**src/rtl/bram_pe_pkg.sv**
```systemverilog
// Shared encodings for the BRAM fill/verify pattern engine.
package bram_pe_pkg;

    localparam int ERR_W = 16;

    typedef enum logic [1:0] {
        MODE_FILL        = 2'd0,
        MODE_VERIFY      = 2'd1,
        MODE_FILL_VERIFY = 2'd2,
        MODE_SWEEP       = 2'd3
    } mode_e;

    typedef enum logic [2:0] {
        ST_IDLE  = 3'd0,
        ST_WRITE = 3'd1,
        ST_READ  = 3'd2,
        ST_DRAIN = 3'd3,
        ST_DONE  = 3'd4
    } state_e;

    function automatic logic is_check_mode(input mode_e m);
        return (m == MODE_VERIFY) || (m == MODE_FILL_VERIFY);
    endfunction

endpackage

```
**src/rtl/bram_rd_tracker.sv**
```systemverilog
// Delay line that follows each issued read address through the BRAM read latency.
module bram_rd_tracker #(
    parameter int AW     = 17,
    parameter int RD_LAT = 1
) (
    input  logic          clka,
    input  logic          rsta,
    input  logic          push,
    input  logic [AW-1:0] push_addr,
    output logic          tail_valid,
    output logic [AW-1:0] tail_addr
);

    logic [RD_LAT-1:0] vld_r;
    logic [AW-1:0]     addr_r [RD_LAT];

    // Shift valid/address one stage per cycle; reset flushes in-flight reads.
    always_ff @(posedge clka) begin
        if (rsta) begin
            vld_r <= '0;
            for (int i = 0; i < RD_LAT; i++) begin
                addr_r[i] <= '0;
            end
        end else begin
            vld_r[0]  <= push;
            addr_r[0] <= push_addr;
            for (int i = 1; i < RD_LAT; i++) begin
                vld_r[i]  <= vld_r[i-1];
                addr_r[i] <= addr_r[i-1];
            end
        end
    end

    assign tail_valid = vld_r[RD_LAT-1];
    assign tail_addr  = addr_r[RD_LAT-1];

endmodule

```
**src/rtl/bram_pattern_engine.sv**
```systemverilog
// Fill/verify sequencer for a single-port BRAM: writes seed+address, reads back,
// counts mismatches and captures the first failing address.
module bram_pattern_engine
    import bram_pe_pkg::*;
#(
    parameter int DW     = 32,
    parameter int AW     = 17,
    parameter int DEPTH  = 98304,
    parameter int RD_LAT = 1
) (
    input  logic             clka,
    input  logic             rsta,
    input  logic             start,
    input  logic [1:0]       mode,
    input  logic [DW-1:0]    seed,
    output logic             wea,
    output logic [AW-1:0]    addra,
    output logic [DW-1:0]    dina,
    input  logic [DW-1:0]    douta,
    output logic             busy,
    output logic             done,
    output logic             pass,
    output logic [ERR_W-1:0] err_cnt,
    output logic [AW-1:0]    first_err_addr
);

    localparam logic [AW-1:0] LAST_ADDR  = AW'(DEPTH - 1);
    localparam logic [1:0]    DRAIN_LAST = 2'(RD_LAT - 1);

    state_e             state_r;
    mode_e              mode_r;
    logic [DW-1:0]      seed_r;
    logic [1:0]         drain_cnt_r;

    logic               push_s;
    logic               tail_valid_s;
    logic [AW-1:0]      tail_addr_s;
    logic               mismatch_s;
    logic               err_inc_s;
    logic [ERR_W-1:0]   err_cnt_nxt_s;

    function automatic logic [DW-1:0] pattern(input logic [DW-1:0] s, input logic [AW-1:0] a);
        return s + DW'(a);
    endfunction

    assign push_s = (state_r == ST_READ);

    bram_rd_tracker #(
        .AW     (AW),
        .RD_LAT (RD_LAT)
    ) u_rd_tracker (
        .clka       (clka),
        .rsta       (rsta),
        .push       (push_s),
        .push_addr  (addra),
        .tail_valid (tail_valid_s),
        .tail_addr  (tail_addr_s)
    );

    // Compare returning data against the expected pattern and form the saturating next count.
    always_comb begin
        mismatch_s = (douta != pattern(seed_r, tail_addr_s));
        err_inc_s  = tail_valid_s && is_check_mode(mode_r) && mismatch_s;
        if (err_inc_s && (err_cnt != {ERR_W{1'b1}})) begin
            err_cnt_nxt_s = err_cnt + 16'd1;
        end else begin
            err_cnt_nxt_s = err_cnt;
        end
    end

    // Sequencer FSM with registered BRAM-side and status outputs.
    always_ff @(posedge clka) begin
        if (rsta) begin
            state_r        <= ST_IDLE;
            mode_r         <= MODE_FILL;
            seed_r         <= '0;
            drain_cnt_r    <= 2'd0;
            wea            <= 1'b0;
            addra          <= '0;
            dina           <= '0;
            busy           <= 1'b0;
            done           <= 1'b0;
            pass           <= 1'b0;
            err_cnt        <= '0;
            first_err_addr <= '0;
        end else begin
            case (state_r)
                ST_IDLE: begin
                    wea   <= 1'b0;
                    addra <= '0;
                    dina  <= '0;
                    busy  <= 1'b0;
                    done  <= 1'b0;
                    if (start) begin
                        mode_r         <= mode_e'(mode);
                        seed_r         <= seed;
                        err_cnt        <= '0;
                        first_err_addr <= '0;
                        pass           <= 1'b0;
                        busy           <= 1'b1;
                        drain_cnt_r    <= 2'd0;
                        if ((mode == MODE_FILL) || (mode == MODE_FILL_VERIFY)) begin
                            state_r <= ST_WRITE;
                            wea     <= 1'b1;
                            dina    <= seed;
                        end else begin
                            state_r <= ST_READ;
                        end
                    end
                end
                ST_WRITE: begin
                    if (addra == LAST_ADDR) begin
                        wea  <= 1'b0;
                        dina <= '0;
                        if (mode_r == MODE_FILL_VERIFY) begin
                            state_r <= ST_READ;
                            addra   <= '0;
                        end else begin
                            state_r <= ST_DONE;
                            busy    <= 1'b0;
                            done    <= 1'b1;
                            pass    <= 1'b0;
                        end
                    end else begin
                        addra <= addra + AW'(1);
                        dina  <= pattern(seed_r, addra + AW'(1));
                    end
                end
                ST_READ: begin
                    wea     <= 1'b0;
                    err_cnt <= err_cnt_nxt_s;
                    if (err_inc_s && (err_cnt == '0)) begin
                        first_err_addr <= tail_addr_s;
                    end
                    if (addra == LAST_ADDR) begin
                        state_r     <= ST_DRAIN;
                        drain_cnt_r <= 2'd0;
                    end else begin
                        addra <= addra + AW'(1);
                    end
                end
                ST_DRAIN: begin
                    err_cnt <= err_cnt_nxt_s;
                    if (err_inc_s && (err_cnt == '0)) begin
                        first_err_addr <= tail_addr_s;
                    end
                    // The final tail compare lands in the last drain cycle, so pass uses the next count.
                    if (drain_cnt_r == DRAIN_LAST) begin
                        state_r <= ST_DONE;
                        busy    <= 1'b0;
                        done    <= 1'b1;
                        pass    <= is_check_mode(mode_r) && (err_cnt_nxt_s == '0);
                    end else begin
                        drain_cnt_r <= drain_cnt_r + 2'd1;
                    end
                end
                ST_DONE: begin
                    state_r <= ST_IDLE;
                    done    <= 1'b0;
                    wea     <= 1'b0;
                    addra   <= '0;
                end
                default: begin
                    state_r <= ST_IDLE;
                    wea     <= 1'b0;
                    addra   <= '0;
                    dina    <= '0;
                    busy    <= 1'b0;
                    done    <= 1'b0;
                end
            endcase
        end
    end

endmodule

```
**config.mk**
```make
export PLATFORM = sky130hd
export DESIGN_NAME = bram_pattern_engine
export DESIGN_NICKNAME = d
export VERILOG_FILES = /design/src/rtl/bram_pe_pkg.sv /design/src/rtl/bram_rd_tracker.sv /design/src/rtl/bram_pattern_engine.sv
export SDC_FILE = /design/constraint.sdc
export NUM_CORES = 1
export LEC_CHECK = 0
export BUFFER_PORTS_ARGS = -buffer_cell sky130_fd_sc_hd__buf_2
export CORE_UTILIZATION = 45
export DETAILED_ROUTE_END_ITERATION = 8
export MAX_ROUTING_LAYER = met4
export PLACE_DENSITY = 0.8
export SLEW_MARGIN = 20
export SYNTH_ARGS = -nofsm -noshare
export SYNTH_HDL_FRONTEND = slang
export SYNTH_SLANG_ARGS = --single-unit
```
**constraint.sdc**
```tcl
create_clock -name clka -period 3.3 [get_ports clka]
set_input_delay 0.825 -clock clka [delete_from_list [all_inputs] [get_ports clka]]
set_output_delay 0.825 -clock clka [all_outputs]
set_load 0.02 [all_outputs]
```
==> impl_metrics.yaml, run 1 <==
grt:
  grt_pass1_wl_mm: 52.8
  antenna_found_initial: 2
  grtUsageTotal: 0.345
  grt_max_degree: 68
  grt_pass1_vias: 10077
  grt_overflow: 0
synthesis:
  yosys.area_share.simple: 0.230
  seq_area_frac_synth: 0.320
  synth_top_cells_by_area: "dfxtp_1 (32%), nand2_1 (5.9%), ha_1 (5.5%)"
  synth_top_family_by_area: "compound AO/OA/AOI/OAI gates"
  synth_nets: 1243
  syn_area_um2: 8940
  synth_xor_area_frac: 0.0892
  ys_seq_elements: 143
  synth.top_cell.area_share: 0.320
  syn_avg_cell_area_um2: 7.89
  synthAdderAreaFrac: 0.0591
  synth_edf_count: 0
  synthCells: 1133
  yosysWarnings: 0
  async_reset_ff_frac: 0
  synth_compound_area_frac: 0.238
  ys_types: 81
  ys.flop_type: "dfxtp_1"
  synth.mux.area_fraction: 0.0144
  yosys.area.top_type: "dfxtp_1"
min_path:
  min_path_type: "reg2reg"
  whs_path_depth: 2
  min-delay-start: "mode_r[1]"
  min_to: "mode_r[1]"
clock_network:
  clk_pin_slew_worst_paths_ns: 0.07
  root_buffer: "clkbuf_16"
  clock-sinks: 143
  clk-insertion-delay-late_ns: 0.44
  hold_buffers: 0
  h-tree-depth: 4
  cts_buffers: 17
  clockBufferDepth: 2
  cts_tree: "yes"
worst_setup_path:
  reg2reg_depth: 16
  worstPathArrival_ns: 3.93
  worstPathRequired_ns: 3.63
  endpoint_kind: "flop"
  critPathKind: "reg2reg"
  regToRegSetupSlack_ns: -0.30
  critPathLaunchType: "flop"
  crit_fanout: 6
  worst_r2r_endpoint: "pass"
  worstReg2RegStart: "seed_r[2]"
routing:
  wl_mm: 35.7
  routed_via_density: 5.99
  wire_per_inst_um: 20.1
  drt_iter0_markers: 1232
  vias: 10664
  drcViolationCount: 0
  ant_nets: 0
  drtPass1Iterations: 7
placement:
  gp_congestion: 1.02
  dp_hpwl_mm: 23.3
  dp.cells: 1710
  portBuffers: 154
sta:
  timing.final.crit_share: 1.09
  worst_slew_pin_slew_ns: 1.16
  fin_crit_ns: 3.60
  finalSetupTns_ns: -7.76
  slew_headroom: 0.226
  rsz0062_at_grt: "true"
  max_freq_mhz: 277
  finalClockSkew_ns: 0.0137
  finalHoldViolations: 0
  setup_viol: 49
  slew_violations: 0
  setup_ws_ns: -0.305
die:
  die-area_um2: 20400
  rows: 51
  core-area_um2: 19500
  io_pins: 155
  die_x_um: 143
  die_h_um: 143
  start_util: 0.459
power_and_ir_drop:
  switching_share: 0.296
  power.share.clock: 0.419
  pwr-share-comb: 0.209
  ir_drop_mv: 0.426
  p_leak_nw: 5.84
  p_int_mw: 3.50
  p_switching_mw: 1.47
  pwr-share-seq: 0.372
  power.density_nw_per_um2: 362
status:
  violations: "setup timing"
  status: "finished with violations"
finish:
  final_core_util: 0.705
  syn2layout_area_growth_pct: 53.6
  instances_no_fill: 1780
  fill_cells: 1352
  drive_gt1_frac: 0.430
  final_nets: 1610
flow_run:
  drv_cap: 0
==> stage by stage <==
stage	setup WS [ns]	area, µm²	hold WS [ns]	total power [mW]
6_report	-0.305	13700	0.480	4.97
5_1_grt	-0.420	13700	0.508	5.11
4_1_cts	-0.261	13200	0.471	4.88
3_5_place_dp	-0.651	11600	0.446	2.73
3_3_place_gp	-0.512	11600	0.443	2.71
2_1_floorplan	-0.151	9040	0.436	2.37
==> synth_stat cells, types with 6 or more instances <==
library cell / instances
a21o_1: 6
a21oi_1: 91
a222oi_1: 14
a22oi_1: 18
a31oi_1: 9
a32o_1: 6
and3_1: 14
buf_2: 8
clkbuf_1: 53
dfxtp_1: 143
ha_1: 39
inv_1: 44
mux2i_1: 8
nand2_1: 140
nand2b_1: 10
nand3_1: 54
nand4_1: 16
nor2_1: 94
nor2b_1: 22
nor3_1: 21
nor4_1: 7
o21a_1: 26
o21ai_0: 58
o22ai_1: 19
or2_2: 8
or3_1: 7
xnor2_1: 48
xor2_1: 43
==> power groups by stage <==
stage	combinational (mW)	clock [mW]	sequential, mW
floorplan	0.483	0	1.89
global placement	0.836	0	1.87
detailed placement	0.852	0	1.87
CTS	0.964	2.08	1.84
global route	1.09	2.16	1.85
finish	1.04	2.08	1.85
==> area by class of cell <==
cell class / count / area (µm²) / share of cell area
diodes: 2 / 5.00 / 0.000364
clock buffers: 22 / 454 / 0.0331
clock inverters: 10 / 159 / 0.0116
inverters: 44 / 168 / 0.0122
multi-input cells: 881 / 6830 / 0.497
flip-flops and latches: 143 / 2890 / 0.210
well taps: 265 / 332 / 0.0241
repair buffers: 413 / 2900 / 0.211
==> kinds of logic after synthesis <==
| kind of cell | after synthesis |
|---|---|
| muxes | 12 |
| and+or+nand+nor | 423 |
| buffers and inverters | 110 |
| xor gates and xnor gates | 91 |
| adders and majority gates | 41 |
| AOI/OAI and AO/OA | 313 |
| DFF | 143 |
==> what timing repair did <==
action,4_1_cts,5_1_grt
endpoints found under the hold margin,0,0
endpoints found under the setup margin,53,55
resized for setup,146,106
pin swaps,75,72
setup buffers,30,11
cloned,3,0
==> worst max-delay path, cell delays in order, from the launching register on <==
cell and delay (ns):
dfxtp_2 0.34, ha_4 0.26, a21oi_2 0.18, a21o_1 0.16
a211o_1 0.20, buf_6 0.13, buf_6 0.09, nand2_1 0.04
a21oi_1 0.17, mux2_2 0.39, a2111oi_4 0.47, buf_4 0.21
a211oi_4 0.08, and2_4 0.20, nand3_2 0.09, mux2_4 0.30
a31o_1 0.18
==> routing by layer <==
| layer | share of wire | up-vias | GRT usage | wire [µm] |
|---|---|---|---|---|
| met3 | 0.086 | 120 | 0.0540 | 3080 |
| li1 | - | 4797 | - | - |
| met5 | 0 | - | - | 0 |
| met2 | 0.46 | 643 | 0.527 | 16300 |
| met1 | 0.42 | 5104 | 0.454 | 15100 |
| met4 | 0.036 | 0 | 0.132 | 1280 |
==> layout by cell type (no fill, tap or decap), drive strengths merged, types with 6 or more instances in the layout <==
master,netlist,routed
clkbuf,53,23
o21ai,62,62
a2111oi,6,6
or2,8,8
nand4,17,17
o22ai,20,20
a31oi,9,9
xnor2,48,48
buf,13,412
nor2b,22,22
xor2,43,43
ha,39,39
or3,7,7
inv,44,45
nor4,9,9
a21o,8,8
a21oi,95,95
a32o,6,6
nor3,22,22
o21a,26,26
nand2b,10,10
a222oi,14,14
a22oi,18,18
nand2,140,140
a211oi,6,6
and3,15,15
mux2i,8,8
nand3,57,57
nor2,96,96
dfxtp,143,143
==> flip-flops by register name, summed over array words and instances (netlist names), 2 cells and up <==
register / flops
dina: 32
seed_r: 32
addra: 17
first_err_addr: 17
u_rd_tracker.addr_r: 17
err_cnt: 16
state_r: 3
drain_cnt_r: 2
mode_r: 2
==> how the worst max path moves through the flow <==
| stage | start | to | slack, ns |
|---|---|---|---|
| after floorplan | douta[24] | pass | -0.15 |
| after global placement | u_rd_tracker.addr_r[0][0] | first_err_addr[0] | -0.51 |
| after detailed placement | u_rd_tracker.addr_r[0][0] | first_err_addr[16] | -0.65 |
| after CTS | u_rd_tracker.addr_r[0][16] | pass | -0.26 |
| after global routing | seed_r[1] | pass | -0.42 |
| final | seed_r[2] | pass | -0.30 |
(Power assumes the default switching activity.)
==> run 2, diff against run 1 <==
--- a/config.mk
+++ b/config.mk
@@ -6,10 +6,12 @@
 export NUM_CORES = 1
 export LEC_CHECK = 0
 export BUFFER_PORTS_ARGS = -buffer_cell sky130_fd_sc_hd__buf_2
-export CORE_UTILIZATION = 45
+export CELL_PAD_IN_SITES_DETAIL_PLACEMENT = 0
+export CELL_PAD_IN_SITES_GLOBAL_PLACEMENT = 1
+export CORE_UTILIZATION = 38
 export DETAILED_ROUTE_END_ITERATION = 8
 export MAX_ROUTING_LAYER = met4
-export PLACE_DENSITY = 0.8
+export PLACE_DENSITY = 0.88
 export SLEW_MARGIN = 20
 export SYNTH_ARGS = -nofsm -noshare
 export SYNTH_HDL_FRONTEND = slang
==> impl_metrics.yaml, run 2 (synthesis gave the netlist of run 1 again) <==
worst_setup_path:
  worst_path_largest_cell_delay_ns: 0.39
  endpoint_kind: "flop"
  cp_slowest_cell: "a211oi_4"
  critPathKind: "reg2reg"
  critPathLaunchType: "flop"
  worstPathArrival_ns: 4.04
  cp_cell_sequence: "ha_1, nand2_1, a21o_1, a211o_4, a21oi_4, o211ai_1, mux2i_1, a2111oi_4, buf_4, a211oi_4, and2_4, buf_8, nand4_1, or3_1, a21oi_1"
  worstPathRequired_ns: 3.65
  crit_fanout: 8
die:
  io_pins: 155
  rows: 55
  start_util: 0.391
  die_h_um: 155
  core-area_um2: 22800
  die-area_um2: 24100
  die_x_um: 155
routing:
  ant_nets: 0
  routed_via_density: 5.54
  drtPass1Iterations: 8
  vias: 9984
  wire_per_inst_um: 18.3
  wl_mm: 33.0
  drt_iter0_markers: 925
  drcViolationCount: 0
sta:
  rsz0062_at_grt: "true"
  timing.final.crit_share: 1.12
  fin_crit_ns: 3.68
  max_freq_mhz: 271
  finalHoldViolations: 0
  slew_violations: 0
  hold-worst-slack_ns: 0.454
  slew_headroom: 0.280
  worst_slew_pin_slew_ns: 1.08
  setup_ws_ns: -0.383
  finalClockSkew_ns: 0.00806
  setup_viol: 35
status:
  status: "finished with violations"
  violations: "setup timing"
min_path:
  min_path_type: "reg2reg"
grt:
  global_route.usage.met1: 0.371
  grt_pass1_vias: 9226
  grt_pass1_wl_mm: 49.6
  grt_busiest_layer: "met2"
  grt.met3_usage: 0.0362
  antenna_found_initial: 1
  grtUsageMet2: 0.410
  grtUsageTotal: 0.272
  grt_overflow: 0
  grt_max_degree: 123
placement:
  dp_hpwl_mm: 23.4
  gp_congestion: 1.02
  portBuffers: 154
  place_area_um2: 11500
finish:
  drive_gt1_frac: 0.389
  final_core_util: 0.579
  final_cell_mix: "buf_4 (214), buf_2 (153), dfxtp_1 (134)"
  final_common_cell: "buf_4"
  syn2layout_area_growth_pct: 47.9
  reg.largest.list: "dina (32), seed_r (32)"
  final_nets: 1585
  final_area_um2: 13200
clock_network:
  cts_buffers: 17
  clockBufferDepth: 2
  h-tree-depth: 4
  clk-insertion-delay-late_ns: 0.43
  clk_pin_slew_worst_paths_ns: 0.06
  root_buffer: "clkbuf_16"
  hold_buffers: 0
  cts_tree: "yes"
  clock-sinks: 143
power_and_ir_drop:
  power.total_mw: 4.69
  power.density_nw_per_um2: 355
  switching_share: 0.296
  p_switching_mw: 1.39
  pwr-share-comb: 0.212
  p_leak_nw: 5.66
  ir_drop_mv: 0.308
  pwr-share-seq: 0.396
  p_int_mw: 3.30
  power.share.clock: 0.392
flow_run:
  drv_cap: 0
-- run 2: worst max-delay path: cells and delay by family (launching register included) --
| kind | cells | cell delay, ns |
|---|---|---|
| compound gates | 7 | 1.47 |
| simple gates | 4 | 0.80 |
| fa+ha+maj | 1 | 0.37 |
| flops | 1 | 0.34 |
| buf+inv | 2 | 0.33 |
| mux | 1 | 0.27 |
-- run 2: final cells by class --
| cell class | count | area (µm²) |
|---|---|---|
| diodes | 1 | 2.50 |
| clock buffers | 25 | 485 |
| clock inverters | 6 | 58.8 |
| fillers | 2022 | 9620 |
| inverters | 44 | 165 |
| multi-input cells | 880 | 6520 |
| flip-flops and latches | 143 | 2880 |
| well taps | 313 | 392 |
| repair buffers | 389 | 2720 |
-- run 2: power by group through the flow --
stage / Clock, mW / Sequential (mW) / Combinational, mW
4_1_cts: 1.86 / 1.85 / 0.925
3_3_place_gp: 0 / 1.88 / 0.851
2_1_floorplan: 0 / 1.89 / 0.483
6_report: 1.84 / 1.86 / 0.995
3_5_place_dp: 0 / 1.89 / 0.855
5_1_grt: 1.92 / 1.86 / 1.06
-- run 2: path summary, 6_finish.rpt --
check,startpoint,end,slack [ns],depth (start not counted)
min reg2reg,mode_r[0],mode_r[0],0.45,2
min,mode_r[0],mode_r[0],0.45,2
max reg2reg,seed_r[4],err_cnt[15],-0.38,15
max,seed_r[4],err_cnt[15],-0.38,15
-- run 2: layer usage --
| layer | part of all wire | up-vias | wire, µm |
|---|---|---|---|
| li1 | - | 4748 | - |
| met4 | 0.022 | 0 | 714 |
| met2 | 0.46 | 436 | 15200 |
| met1 | 0.45 | 4743 | 14900 |
| met3 | 0.068 | 57 | 2250 |
| met5 | 0 | - | 0 |
-- run 2: repair_timing --
item                       4_1_cts  5_1_grt
gates cloned                     3        1
pin swaps                       44       63
setup buffers                   16       13
setup endpoints to repair       52       53
resized for setup               76      110
-- run 2: stage by stage --
stage	setup TNS [ns]	setup slack, ns	cells
floorplan	-0.151	-0.151	1133
global placement	-10.60	-0.418	1739
detailed placement	-13.56	-0.519	1739
CTS	-6.46	-0.279	1788
global route	-13.81	-0.539	1801
finish	-8.23	-0.383	1801
